`src/rtl/rom_upload_ctrl.sv`:
```
// rom_upload_ctrl: serves data_io upload reads by fetching 16-bit words from
// SDRAM over a toggle req/ack port, with a one-word cache and a 1-deep
// pending slot for requests that arrive while a fetch is outstanding.
module rom_upload_ctrl #(
  parameter int unsigned AW      = 23,
  parameter logic [24:0] BASE    = 25'h10000,
  parameter int unsigned TIMEOUT = 255
) (
  input  logic          clk_sys,
  input  logic          reset,
  input  logic          ioctl_upload,
  input  logic          ioctl_rd,
  input  logic [24:0]   ioctl_addr,
  output logic [7:0]    ioctl_din,
  output logic          din_valid,
  output logic          busy,
  output logic          err,
  output logic          port_req,
  input  logic          port_ack,
  output logic [AW-1:0] port_a,
  output logic [1:0]    port_ds,
  output logic          port_we,
  input  logic [15:0]   port_q
);

  localparam int unsigned IAW = 25;
  localparam int unsigned TW  = 8;

  typedef enum logic [1:0] {
    S_IDLE,
    S_REQ,
    S_WAIT,
    S_DONE
  } state_e;

  state_e          state_q, state_d;
  logic            port_req_q, port_req_d;
  logic [AW-1:0]   port_a_q, port_a_d;
  logic [1:0]      port_ds_q, port_ds_d;
  logic [TW-1:0]   timer_q, timer_d;
  logic            sel_q, sel_d;
  logic [7:0]      res_q, res_d;
  logic [15:0]     cache_q, cache_d;
  logic [AW-1:0]   cache_word_q, cache_word_d;
  logic            cache_vld_q, cache_vld_d;
  logic            pend_vld_q, pend_vld_d;
  logic [IAW-1:0]  pend_addr_q, pend_addr_d;
  logic            abort_q, abort_d;
  logic [7:0]      din_q, din_d;
  logic            din_valid_q, din_valid_d;
  logic            err_q, err_d;
  logic            busy_q, busy_d;
  logic            upload_q;

  logic            upload_rise;
  logic            rd_ok;
  logic            src_go;
  logic [IAW-1:0]  src_addr;
  logic [IAW-1:0]  src_off;
  logic [AW-1:0]   src_word;
  logic            src_oor;
  logic            src_hit;
  logic            ack_match;
  logic            timed_out;

  // Request source decode: a pending request is always served before a new one
  always_comb begin
    upload_rise = ioctl_upload & ~upload_q;
    rd_ok       = ioctl_rd & ioctl_upload;
    src_addr    = pend_vld_q ? pend_addr_q : ioctl_addr;
    src_go      = ioctl_upload & (pend_vld_q | ioctl_rd);
    src_off     = src_addr - BASE;
    src_word    = AW'(src_off >> 1);
    src_oor     = (src_addr < BASE);
    src_hit     = cache_vld_q & ~upload_rise & (src_word == cache_word_q);
    ack_match   = (port_ack == port_req_q);
    timed_out   = (timer_q == TW'(TIMEOUT));
  end

  // Next-state and output logic
  always_comb begin
    state_d      = state_q;
    port_req_d   = port_req_q;
    port_a_d     = port_a_q;
    port_ds_d    = port_ds_q;
    timer_d      = timer_q;
    sel_d        = sel_q;
    res_d        = res_q;
    cache_d      = cache_q;
    cache_word_d = cache_word_q;
    cache_vld_d  = cache_vld_q;
    pend_vld_d   = pend_vld_q;
    pend_addr_d  = pend_addr_q;
    abort_d      = abort_q;
    din_d        = din_q;
    din_valid_d  = 1'b0;
    err_d        = err_q;

    if (upload_rise) begin
      cache_vld_d = 1'b0;
      err_d       = 1'b0;
    end

    unique case (state_q)
      S_IDLE: begin
        // Follow the ack line so a stray late ack never looks like a request
        port_req_d = port_ack;
        if (src_go) begin
          pend_vld_d = 1'b0;
          if (src_oor) begin
            din_d       = 8'hFF;
            din_valid_d = 1'b1;
          end else if (src_hit) begin
            din_d       = src_off[0] ? cache_q[15:8] : cache_q[7:0];
            din_valid_d = 1'b1;
          end else begin
            port_a_d   = src_word;
            port_ds_d  = {src_off[0], ~src_off[0]};
            sel_d      = src_off[0];
            port_req_d = ~port_ack;
            timer_d    = '0;
            abort_d    = 1'b0;
            state_d    = S_REQ;
          end
          // The slot frees up this cycle, so a fresh strobe refills it
          if (pend_vld_q && rd_ok) begin
            pend_vld_d  = 1'b1;
            pend_addr_d = ioctl_addr;
          end
        end
      end
      S_REQ, S_WAIT: begin
        state_d = S_WAIT;
        if (!ioctl_upload) abort_d = 1'b1;
        if (ack_match) begin
          if (abort_q || !ioctl_upload) begin
            cache_vld_d = 1'b0;
            state_d     = S_IDLE;
          end else begin
            cache_d      = port_q;
            cache_word_d = port_a_q;
            cache_vld_d  = 1'b1;
            res_d        = sel_q ? port_q[15:8] : port_q[7:0];
            state_d      = S_DONE;
          end
        end else if (timed_out) begin
          cache_vld_d = 1'b0;
          if (abort_q || !ioctl_upload) begin
            state_d = S_IDLE;
          end else begin
            res_d   = 8'hFF;
            err_d   = 1'b1;
            state_d = S_DONE;
          end
        end else begin
          timer_d = timer_q + TW'(1);
        end
      end
      S_DONE: begin
        state_d = S_IDLE;
        if (ioctl_upload) begin
          din_d       = res_q;
          din_valid_d = 1'b1;
        end else begin
          cache_vld_d = 1'b0;
        end
      end
    endcase

    // Requests arriving mid-fetch go to the single pending slot or are dropped
    if ((state_q != S_IDLE) && rd_ok) begin
      if (pend_vld_q) begin
        err_d = 1'b1;
      end else begin
        pend_vld_d  = 1'b1;
        pend_addr_d = ioctl_addr;
      end
    end

    if (!ioctl_upload) pend_vld_d = 1'b0;

    busy_d = (state_d != S_IDLE) | pend_vld_d;
  end

  // State and output registers
  always_ff @(posedge clk_sys) begin
    if (reset) begin
      state_q      <= S_IDLE;
      port_req_q   <= port_ack;
      port_a_q     <= '0;
      port_ds_q    <= '0;
      timer_q      <= '0;
      sel_q        <= 1'b0;
      res_q        <= '0;
      cache_q      <= '0;
      cache_word_q <= '0;
      cache_vld_q  <= 1'b0;
      pend_vld_q   <= 1'b0;
      pend_addr_q  <= '0;
      abort_q      <= 1'b0;
      din_q        <= '0;
      din_valid_q  <= 1'b0;
      err_q        <= 1'b0;
      busy_q       <= 1'b0;
      upload_q     <= 1'b0;
    end else begin
      state_q      <= state_d;
      port_req_q   <= port_req_d;
      port_a_q     <= port_a_d;
      port_ds_q    <= port_ds_d;
      timer_q      <= timer_d;
      sel_q        <= sel_d;
      res_q        <= res_d;
      cache_q      <= cache_d;
      cache_word_q <= cache_word_d;
      cache_vld_q  <= cache_vld_d;
      pend_vld_q   <= pend_vld_d;
      pend_addr_q  <= pend_addr_d;
      abort_q      <= abort_d;
      din_q        <= din_d;
      din_valid_q  <= din_valid_d;
      err_q        <= err_d;
      busy_q       <= busy_d;
      upload_q     <= ioctl_upload;
    end
  end

  assign ioctl_din = din_q;
  assign din_valid = din_valid_q;
  assign busy      = busy_q;
  assign err       = err_q;
  assign port_req  = port_req_q;
  assign port_a    = port_a_q;
  assign port_ds   = port_ds_q;
  assign port_we   = 1'b0;

endmodule

```
`config.mk`:
```
export PLATFORM = sky130hd
export DESIGN_NAME = rom_upload_ctrl
export DESIGN_NICKNAME = d
export VERILOG_FILES = /design/src/rtl/rom_upload_ctrl.sv
export SDC_FILE = /design/constraint.sdc
export NUM_CORES = 1
export LEC_CHECK = 0
export BUFFER_PORTS_ARGS = -buffer_cell sky130_fd_sc_hd__clkbuf_2
export CAP_MARGIN = 20
export CORE_MARGIN = 8
export CORE_UTILIZATION = 50
export DETAILED_ROUTE_END_ITERATION = 8
export GPL_TIMING_DRIVEN = 1
export PLACE_DENSITY = 0.68
export SLEW_MARGIN = 20
export SYNTH_ARGS = -nofsm -noshare
export SYNTH_HDL_FRONTEND = slang
export SYNTH_SLANG_ARGS = --single-unit
```
`constraint.sdc`:
```
create_clock -name clk_sys -period 8.57 [get_ports clk_sys]
set_clock_uncertainty 0.2 [all_clocks]
set_input_delay 0.857 -clock clk_sys [delete_from_list [all_inputs] [get_ports clk_sys]]
set_output_delay 0.857 -clock clk_sys [all_outputs]
set_load 0.02 [all_outputs]
```
Word-level counts from Yosys, hierarchy flattened
Cells that the tools add are included.
{"block": "word_totals", "mem_count": 0, "mem_bits_rw": 0, "latchBits": 0, "romBits": 0, "out_inout_bits": 38, "regBits": 124}
{"block": "classes", "div_mod_pow": 0, "mul": 0, "eq_ne": 14, "reduce_logical": 18, "muxes": 64, "n_bitwise": 14, "addsub": 2, "n_lt_le_gt_ge": 1, "n_shift": 0}
{"operator": "two-way mux 25 bit", "count": 6}
{"operator": "two-way mux 8 bit", "count": 15}
{"operator": "case mux 8 bit (2 select lines)", "count": 2}
{"operator": "two-way mux 1 bit", "count": 31}
{"operator": "less-than comparator 25 x 17 -> 1 bit (second input constant)", "count": 1}
{"operator": "subtractor 24 x 17 -> 24 bit (second input constant)", "count": 1}
{"operator": "equality test 23 bit", "count": 1}
{"operator": "!= test 2 bit (second input constant)", "count": 7}
{"operator": "two-way mux 2 bit", "count": 6}
{"operator": "nonzero test 2 bit", "count": 6}
{"operator": "adder 8 x 1 -> 8 bit (second input constant)", "count": 1}
{"operator": "equality test 8 bit (second input constant)", "count": 1}
{"operator": "AND reduction 4 bit", "count": 2}
{"operator": "inverter 1 bit", "count": 7}
{"operator": "case mux 1 bit (2 select lines)", "count": 3}
{"operator": "case mux 2 bit (3 select lines)", "count": 1}
{"operator": "AND reduction 3 bit", "count": 2}
{"operator": "AND reduction 6 bit", "count": 1}
{"operator": "bitwise AND 1 bit", "count": 5}
{"operator": "AND reduction 5 bit", "count": 1}
{"operator": "equality test 2 bit (second input constant)", "count": 2}
{"operator": "!= test 3 bit (second input constant)", "count": 1}
{"operator": "equality test 2 x 1 -> 1 bit (second input constant)", "count": 1}
{"operator": "logical AND 1 bit", "count": 2}
{"operator": "other kinds (6)", "count": 7}

Depth between registers and ports, before layout
Gate-level depths: netlist (run 1).
{"block": "depth", "depth_word": 11, "depth_mapped": 14, "mapped_depth_nobuf": 11}

Worst setup path after synthesis (run 1)
Ideal clock, no wire load.
{"block": "synth_path", "kind": "input -> register", "startpoint": "input ioctl_addr[16]", "endpoint": "register port_ds_q[0], in the netlist port_ds[0]", "cell_stages": 12, "t_arrival_ns": 3.161, "setup_slack_ns": 5.082, "path_buffers": 1, "required_ns": 8.242, "setup_ns": 0.128, "path_cell_list": "mux2_2 -> inv_1 -> ha_1 -> nor3b_1 -> o32a_1 -> a21boi_0 -> o2111ai_1 -> nor4_4 -> nor4_4 -> buf_6 -> mux2i_1 -> nor2_1"}
{"block": "synth_via", "elab_chain_cells": 6}
{"item": "start, declared", "line": "13", "text": "input logic [24:0] ioctl_addr,"}
{"item": "two-way mux 25 bit", "line": "70", "text": "src_addr = pend_vld_q ? pend_addr_q : ioctl_addr;"}
{"item": "subtractor 24 x 17 -> 24 bit", "line": "72", "text": "src_off = src_addr - BASE;"}
{"item": "named net src_off[16]", "line": "59", "text": "logic [IAW-1:0] src_off;"}
{"item": "equality test 23 bit", "line": "75", "text": "src_hit = cache_vld_q & ~upload_rise & (src_word == cache_word_q);"}
{"item": "bitwise AND 1 bit", "line": "75"}
{"item": "inverter 1 bit (no line)"}
{"item": "AND reduction 4 bit (no line)"}
{"item": "end signal, assigned", "line": "210", "text": "port_ds_q <= port_ds_d;"}
{"item": "end, declared", "line": "39", "text": "logic [1:0] port_ds_q, port_ds_d;"}
The timed path passes the listed nets, and every way through them passes these cells.
A chain may end at the register's enable or synchronous reset.

Worst setup path after layout (run 1)
{"block": "layout_path", "startpoint": "register pend_vld_q", "endpoint": "register port_a_q[20], in the netlist port_a[20]"}
{"block": "layout_via", "elab_chain_cells": 6}
{"item": "start, declared", "line": "46", "text": "logic pend_vld_q, pend_vld_d;"}
{"item": "start signal, assigned", "line": "217", "text": "pend_vld_q <= pend_vld_d;"}
{"item": "two-way mux 25 bit", "line": "70"}
{"item": "subtractor 24 x 17 -> 24 bit", "line": "72"}
{"item": "named net src_off[16]", "line": "59"}
{"item": "equality test 23 bit", "line": "75"}
{"item": "bitwise AND 1 bit", "line": "75"}
{"item": "inverter 1 bit (no line)"}
{"item": "AND reduction 4 bit (no line)"}
{"item": "end signal, assigned", "line": "209", "text": "port_a_q <= port_a_d;"}
{"item": "end, declared", "line": "38", "text": "logic [AW-1:0] port_a_q, port_a_d;"}
The timed path passes the listed nets, and every way through them passes these cells.

==> metrics.log, run 1 <==
INFO  metric pwr_density_cell = 215 mW/mm2
INFO  metric timing.final.crit_share = 0.451
INFO  metric finish.instance_area = 0.00692 mm2
INFO  metric floorplan.die.height = 125 um
INFO  metric synthFlopType = sky130_fd_sc_hd__dfxtp_1
INFO  metric post_dp_cell_area = 0.00633 mm2
INFO  metric cts_num_sinks = ~120
INFO  metric ir_worst_vdd = around 0.11 mV
INFO  metric postLayoutSetupSlackWorst = 4.71 ns
INFO  metric synthesis.yosys.warnings = 0
INFO  metric cts_repair_resize_count = 0
INFO  metric synth_top_area_share = 0.411
INFO  metric routabilityCongestion = 0.795
INFO  metric power_switching_share = 0.249
INFO  metric drc = 0
INFO  metric p_int = 1.12 mW
INFO  metric grt_first_pass_wirelength = 24100 um
INFO  metric power_frac_clock = 0.474
INFO  metric p_switching = 371 uW
INFO  metric cts_setup_buffers = 0
INFO  metric area_delta_synth_final = 16.5%
INFO  metric nNetsFinal = 801
INFO  metric synth_edf_count = 1
INFO  metric critPathArrivalTime = approximately 3.9 ns
INFO  metric crit_path_end_kind = flop
INFO  metric via_per_inst = 5.58
INFO  metric post-route-min-period = 3.86 ns
INFO  metric post_synthesis_cell_type_count = 59
INFO  metric core.rowCount = 40
INFO  metric fraction_of_final_layout_cells_with_drive_strength_greater_than_1 = 0.208
INFO  metric cts.htree.levels = 4
INFO  metric path_type_of_the_worst_min_delay_path = reg2reg
INFO  metric worst_setup_path_start_kind = flop
INFO  metric synth.area.top_cells = sky130_fd_sc_hd__dfxtp_1 41%, sky130_fd_sc_hd__nand2_1 9.5%, sky130_fd_sc_hd__mux2i_1 6.7%, sky130_fd_sc_hd__a21oi_1 6.1%, sky130_fd_sc_hd__nor2_1 3.5%
INFO  metric setup_viol_count_final = 0
INFO  metric port_buffers = 82
INFO  metric critPathMaxFanout = 41
INFO  metric synth.net_count = 740
INFO  metric synth-async-reset-ratio = 0
INFO  metric dr.first_iter.drc_count = 420
INFO  metric routedWlPerCell = 16.1 um
INFO  metric grt_setup_unrepaired = false
INFO  metric dieArea = 0.0156 mm2
INFO  metric synthDominantAreaCellType = sky130_fd_sc_hd__dfxtp_1
INFO  metric synth_cells = 689
INFO  metric vias = 5060
INFO  metric timing.max_cap.violations = 0
INFO  metric insertedDiodeCount = 0
INFO  metric status = completed
INFO  metric fin_cells = 907
INFO  metric post_synth_instance_area = 0.00594 mm2
INFO  metric hpwlAfterDp = ~10000 um
INFO  metric comb_power_share = 0.116
INFO  metric cts_made_buffers = 17
INFO  metric start_util = 0.503
INFO  metric maxClockFrequency = 259 MHz
INFO  metric nFillCells = 1057
INFO  metric grt_pass1_vias = 4887
INFO  metric timing.final.max_slew_violations = 0
INFO  metric worst_margin_slew = about 0.85 ns
INFO  metric gr-total-overflow = 0
INFO  metric root_buffer = sky130_fd_sc_hd__clkbuf_16
INFO  metric syn_avg_cell_area = 8.62 um2
INFO  metric area_of_the_core = roughly 0.012 mm2
INFO  metric cp_data_required_time = approximately 8.6 ns
INFO  metric setup_crit_path_kind = reg2reg
INFO  metric postLayoutCoreUtil = 0.586
INFO  metric tritoncts_clock_tree = yes
INFO  metric setup_total_negative_slack = 0 ns
INFO  metric synth_sequential_area_ratio = 0.416
INFO  metric timing.max_slew.rel_slack = 0.429
INFO  metric seq_power_share = 0.410
INFO  metric drtAntennaViolNets = 0
INFO  metric die_w = roughly 130 um
INFO  metric p_total = 1.49 mW
INFO  metric clkSlewWorstSetupHoldPaths = 0.06 ns
INFO  metric total_routing_usage_gr = 0.187
INFO  metric detail_route.first_pass.iterations = 5
INFO  metric antenna_violations_before_repair = 0
INFO  metric drt_wl_total = 14600 um
INFO  metric hold_viol = 0
INFO  metric postCtsHoldBufs = 0
INFO  metric cts-root-to-sink-buffers = 2
INFO  metric design.portCount = 84
INFO  metric flop_and_latch_count_out_of_synthesis = 123
INFO  metric clock_insertion_delay_worst_skew = approximately 0.42 ns
INFO  metric largest_net_degree_at_the_start_of_global_routing = 80
INFO  metric power_leakage = about 2.6 nW
INFO  metric fin_hold_ws = between 0.2 and 0.25 ns
INFO  metric dp_cells = 878
INFO  metric preCtsSetupSlack = 4.48 ns
-- flip-flops by register name, summed over array words and instances, names as in the netlist, 2 cells and up --
signal        cells
res_q             8
cache_word_q     23
port_a           23
pend_addr_q      25
cache_q          16
port_ds           2
ioctl_din         8
timer_q           8
state_q           2
-- cell type report --
cell class / count / area (um2) / area share
Multi-Input combinational cell: 508 / 3180 / 0.459
Sequential cell: 123 / 2470 / 0.357
Clock buffer: 23 / 498 / 0.0719
Timing Repair Buffer: 88 / 458 / 0.0661
Tap cell: 147 / 184 / 0.0266
Clock inverter: 6 / 87.6 / 0.0126
Inverter: 12 / 45.0 / 0.00651
-- worst max-delay path: stages (launching register included) --
cell                        delay [ns]
sky130_fd_sc_hd__dfxtp_2          0.57
sky130_fd_sc_hd__mux2_2           0.42
sky130_fd_sc_hd__inv_1            0.13
sky130_fd_sc_hd__ha_1             0.30
sky130_fd_sc_hd__nor3b_1          0.26
sky130_fd_sc_hd__o32a_1           0.21
sky130_fd_sc_hd__a21boi_0         0.11
sky130_fd_sc_hd__o2111ai_1        0.31
sky130_fd_sc_hd__nor4_4           0.10
sky130_fd_sc_hd__nor4_4           0.22
sky130_fd_sc_hd__buf_4            0.54
sky130_fd_sc_hd__mux2i_1          0.27
sky130_fd_sc_hd__nor2_1           0.06
-- layout by cell type, fill, tap and decap left out, types with 3 or more instances in the layout --
master / n
sky130_fd_sc_hd__a21o_1: 3
sky130_fd_sc_hd__mux2i_2: 5
sky130_fd_sc_hd__nor2_1: 56
sky130_fd_sc_hd__clkbuf_8: 5
sky130_fd_sc_hd__dfxtp_1: 121
sky130_fd_sc_hd__nand4_1: 5
sky130_fd_sc_hd__nor3_1: 6
sky130_fd_sc_hd__o21ai_0: 19
sky130_fd_sc_hd__xnor3_1: 3
sky130_fd_sc_hd__a211oi_1: 17
sky130_fd_sc_hd__buf_4: 7
sky130_fd_sc_hd__nor3b_1: 4
sky130_fd_sc_hd__nor4_4: 3
sky130_fd_sc_hd__clkinvlp_4: 3
sky130_fd_sc_hd__nor4_1: 6
sky130_fd_sc_hd__mux2i_1: 40
sky130_fd_sc_hd__a21oi_1: 72
sky130_fd_sc_hd__clkbuf_16: 17
sky130_fd_sc_hd__and3_1: 5
sky130_fd_sc_hd__nand2b_1: 7
sky130_fd_sc_hd__clkbuf_2: 81
sky130_fd_sc_hd__inv_1: 12
sky130_fd_sc_hd__o2111ai_1: 3
sky130_fd_sc_hd__o22a_1: 3
sky130_fd_sc_hd__o22ai_1: 4
sky130_fd_sc_hd__xnor2_1: 20
sky130_fd_sc_hd__a211oi_2: 16
sky130_fd_sc_hd__nor2b_1: 12
sky130_fd_sc_hd__nand2_1: 150
sky130_fd_sc_hd__nand3_1: 5
sky130_fd_sc_hd__ha_1: 5
sky130_fd_sc_hd__o2bb2ai_1: 3
sky130_fd_sc_hd__nand4b_1: 3
sky130_fd_sc_hd__xor2_1: 3
-- power groups by stage --
| stage | clock network, mW | logic, mW | registers (mW) |
|---|---|---|---|
| 6_report | 0.706 | 0.173 | 0.611 |
| 5_1_grt | 0.740 | 0.189 | 0.613 |
| 4_1_cts | 0.714 | 0.173 | 0.611 |
| 3_5_place_dp | 0 | 0.172 | 0.623 |
| 3_3_place_gp | 0 | 0.169 | 0.622 |
| 2_1_floorplan | 0 | 0.118 | 0.628 |
-- layer usage --
layer | wire length [um] | up-vias | GRT usage
met1 | 6330 | 2408 | 0.225
met4 | 170 | 0 | 0.0630
li1 | - | 2512 | -
met3 | 789 | 17 | 0.0518
met2 | 7270 | 123 | 0.316
met5 | 0 | - | 0
-- cells by family (layout without fill, tap and decap cells) --
| family | after synthesis | count (layout) | share of synthesized area |
|---|---|---|---|
| xor gates and xnor gates | 27 | 27 | 0.0480 |
| AOI/OAI and AO/OA | 153 | 153 | 0.173 |
| other | 1 | 1 | 0.000631 |
| and+or+nand+nor | 274 | 274 | 0.217 |
| muxes | 47 | 47 | 0.0828 |
| buffers and inverters | 58 | 129 | 0.0505 |
| adders and majority gates | 6 | 6 | 0.0122 |
| DFF | 123 | 123 | 0.416 |
-- synth_stat cells, types with 4 or more instances --
cell                         n
sky130_fd_sc_hd__a21oi_1    72
sky130_fd_sc_hd__inv_1      12
sky130_fd_sc_hd__buf_6       7
sky130_fd_sc_hd__mux2i_2     5
sky130_fd_sc_hd__nor2b_1    13
sky130_fd_sc_hd__o21ai_0    19
sky130_fd_sc_hd__nor2_1     56
sky130_fd_sc_hd__and3_1      6
sky130_fd_sc_hd__ha_1        5
sky130_fd_sc_hd__a211oi_1   17
sky130_fd_sc_hd__a211oi_2   16
sky130_fd_sc_hd__nor3b_1     4
sky130_fd_sc_hd__nor3_1      6
sky130_fd_sc_hd__mux2i_1    40
sky130_fd_sc_hd__nand4_1     5
sky130_fd_sc_hd__o22ai_1     4
sky130_fd_sc_hd__clkbuf_1   32
sky130_fd_sc_hd__nand2b_1    7
sky130_fd_sc_hd__xnor2_1    20
sky130_fd_sc_hd__nand2_1   150
sky130_fd_sc_hd__dfxtp_1   122
sky130_fd_sc_hd__nor4_1      6
sky130_fd_sc_hd__nand3_1     6
-- worst paths after layout --
path	slack [ns]	depth (start not counted)	to	start
max	4.71	12	port_a[20]$_SDFFE_PP0P_	pend_vld_q$_SDFF_PP0_
min	0.25	2	cache_q[14]$_SDFFE_PP0P_	cache_q[14]$_SDFFE_PP0P_
max reg2reg	4.71	12	port_a[20]$_SDFFE_PP0P_	pend_vld_q$_SDFF_PP0_
min reg2reg	0.25	2	cache_q[14]$_SDFFE_PP0P_	cache_q[14]$_SDFFE_PP0P_
Note: power is estimated with default switching activity, not from simulation.
==> run 2: changes to the inputs <==
--- a/config.mk
+++ b/config.mk
@@ -11,7 +11,7 @@
 export CORE_UTILIZATION = 50
 export DETAILED_ROUTE_END_ITERATION = 8
 export GPL_TIMING_DRIVEN = 1
-export PLACE_DENSITY = 0.68
+export PLACE_DENSITY = 0.71
 export SLEW_MARGIN = 20
 export SYNTH_ARGS = -nofsm -noshare
 export SYNTH_HDL_FRONTEND = slang
==> constraint.sdc (replaced) <==
create_clock -name clk_sys -period 3.4 [get_ports clk_sys]
set_clock_uncertainty 0.2 [all_clocks]
set_input_delay 0.34 -clock clk_sys [delete_from_list [all_inputs] [get_ports clk_sys]]
set_output_delay 0.34 -clock clk_sys [all_outputs]
set_load 0.02 [all_outputs]
==> run 2 against run 1 <==
- first-iteration DRC count is 1.9% lower
- setup slack worse by 4.4 ns
- global-route usage rose by 1.4 points
- fmax up 23%
- utilization is 4.5 points higher
- register-to-register slack lost 4.4 ns
- clock power rose to 2.6 times the previous value
- wire length up 7.0%
- critical path depth grew 1
- final cell count up 5.6%
- worst hold slack worse by 0.24 ns
- total power rose to 2.6 times the previous value
==> metrics.log, run 2 (synthesis results as in run 1) <==
INFO  metric status = completed
INFO  metric top_register = pend_addr_q
INFO  metric total_routing_usage_gr = 0.201
INFO  metric timing.final.max_slew_violations = 0
INFO  metric design.portCount = 84
INFO  metric nNetsFinal = 848
INFO  metric dieArea = ~0.016 mm2
INFO  metric gr-total-overflow = 0
INFO  metric critical_hold_path_startpoint = ioctl_addr[17]
INFO  metric port_buffers = between 80 and 90
INFO  metric detail_route.first_pass.iterations = 5
INFO  metric most-common-layout-cells = 150 x sky130_fd_sc_hd__nand2_1, 121 x sky130_fd_sc_hd__dfxtp_1, 81 x sky130_fd_sc_hd__clkbuf_2
INFO  metric setup_viol_count_final = 0
INFO  metric cts_num_sinks = 123
INFO  metric preCtsSetupSlack = -0.0594 ns
INFO  metric routedWlPerCell = 16.3 um
INFO  metric cts_made_buffers = 17
INFO  metric fin_cells = roughly 960
INFO  metric setup_crit_path_kind = reg2reg
INFO  metric power_leakage = 2.81 nW
INFO  metric hold_viol = 0
INFO  metric path_type_of_the_worst_min_delay_path = in2reg
INFO  metric crit_path_end_kind = flop
INFO  metric post-route-min-period = 3.13 ns
INFO  metric root_buffer = sky130_fd_sc_hd__clkbuf_16
INFO  metric fraction_of_final_layout_cells_with_drive_strength_greater_than_1 = 0.212
INFO  metric grt_setup_unrepaired = false
INFO  metric via_per_inst = 5.51
INFO  metric drtAntennaViolNets = 0
INFO  metric area_of_the_core = 0.0118 mm2
INFO  metric worst_setup_path_start_kind = flop
INFO  metric setup_total_negative_slack = 0 ns
INFO  metric clkSlewWorstSetupHoldPaths = 0.05 ns
INFO  metric layout.cells.most_common = sky130_fd_sc_hd__nand2_1
INFO  metric postLayoutCoreUtil = 0.631
INFO  metric drt_wl_total = 15600 um
INFO  metric clock_insertion_delay_worst_skew = 0.42 ns
INFO  metric grt_first_pass_wirelength = 25500 um
INFO  metric die_w = 125 um
INFO  metric worst_margin_slew = 0.759 ns
INFO  metric worst_reg2reg_path_depth = 13
INFO  metric cts.htree.levels = 4
INFO  metric postLayoutSetupSlackWorst = 0.269 ns
INFO  metric timing.max_slew.rel_slack = 0.489
INFO  metric hpwlAfterDp = 10500 um
INFO  metric core.rowCount = 40
INFO  metric maxClockFrequency = 319 MHz
INFO  metric start_util = 0.503
INFO  metric setup.worst_path.start = pend_addr_q[16]$_SDFF_PP0_
INFO  metric critPathMaxFanout = 12
INFO  metric timing.max_cap.violations = 0
INFO  metric critical_path.reg2reg.startpoint = pend_addr_q[16]$_SDFF_PP0_
INFO  metric vias = 5282
INFO  metric routabilityCongestion = 0.852
INFO  metric largest_register_ff_count = 25
INFO  metric cts-root-to-sink-buffers = 2
INFO  metric dr.first_iter.drc_count = 412
INFO  metric hold_depth = 3
INFO  metric timing.final.crit_share = 0.921
INFO  metric cp_data_required_time = about 3.6 ns
INFO  metric critPathArrivalTime = 3.28 ns
INFO  metric largest_net_degree_at_the_start_of_global_routing = 71
INFO  metric fin_hold_ws = roughly 0.011 ns
INFO  metric pwr_density_cell = 518 mW/mm2
INFO  metric area_delta_synth_final = 25.5%
INFO  metric antenna_violations_before_repair = 2
INFO  metric ir_worst_vdd = about 0.31 mV
INFO  metric grt_pass1_vias = 5336
INFO  metric tritoncts_clock_tree = yes
INFO  metric drc = 0
INFO  metric floorplan.die.height = 125 um
INFO  metric dp_cells = roughly 900
run 2: worst paths after layout:
check                                to  slack [ns]
min          pend_addr_q[17]$_SDFF_PP0_        0.01
max reg2reg     timer_q[5]$_SDFFE_PP0P_        0.27
min reg2reg    cache_q[14]$_SDFFE_PP0P_        0.25
max             timer_q[5]$_SDFFE_PP0P_        0.27
run 2: stage by stage:
stage	area (um2)	total power, mW
floorplan	5940	1.88
global placement	6420	2.00
detailed placement	6420	2.02
CTS	7390	3.87
global route	7460	4.00
finish	7460	3.86
run 2: report_power, final:
group          internal, mW  switching (mW)  total [mW]
logic                 0.209           0.294       0.503
registers              1.50          0.0430        1.54
clock network          1.19           0.626        1.82
total                  2.90           0.963        3.86
run 2: what timing repair did:
action	CTS	global route
gates resized for setup	1	6
hold buffers	36	0
endpoints found under the setup margin	1	38
setup buffers	0	2
pin swaps	0	3
hold endpoints to repair	36	0
run 2: layer usage:
metal | global-route usage | wire length, um | up-vias
li1 | - | - | 2606
met1 | 0.227 | 6620 | 2510
met2 | 0.354 | 8000 | 141
met3 | 0.0531 | 751 | 23
met4 | 0.0766 | 197 | 2
met5 | 0 | 13 | -
run 2: layout make-up:
type | count | area, um2
Antenna cell | 1 | 2.50
Tap cell | 147 | 184
Timing Repair Buffer | 135 | 938
Fill cell | 984 | 4350
Sequential cell | 123 | 2470
Inverter | 12 | 45.0
Multi-Input combinational cell | 508 | 3210
Clock inverter | 6 | 82.6
Clock buffer | 26 | 519
run 2: worst max-delay path, cell delays in order (launching register included):
cell,delay [ns]
sky130_fd_sc_hd__dfxtp_1,0.39
sky130_fd_sc_hd__mux2_2,0.21
sky130_fd_sc_hd__inv_1,0.09
sky130_fd_sc_hd__ha_4,0.20
sky130_fd_sc_hd__nor3b_1,0.13
sky130_fd_sc_hd__o32a_1,0.31
sky130_fd_sc_hd__a21boi_0,0.28
sky130_fd_sc_hd__o2111ai_2,0.19
sky130_fd_sc_hd__nor4_4,0.31
sky130_fd_sc_hd__buf_4,0.20
sky130_fd_sc_hd__a211oi_4,0.06
sky130_fd_sc_hd__buf_12,0.16
sky130_fd_sc_hd__o22a_1,0.19
sky130_fd_sc_hd__o21ai_0,0.13
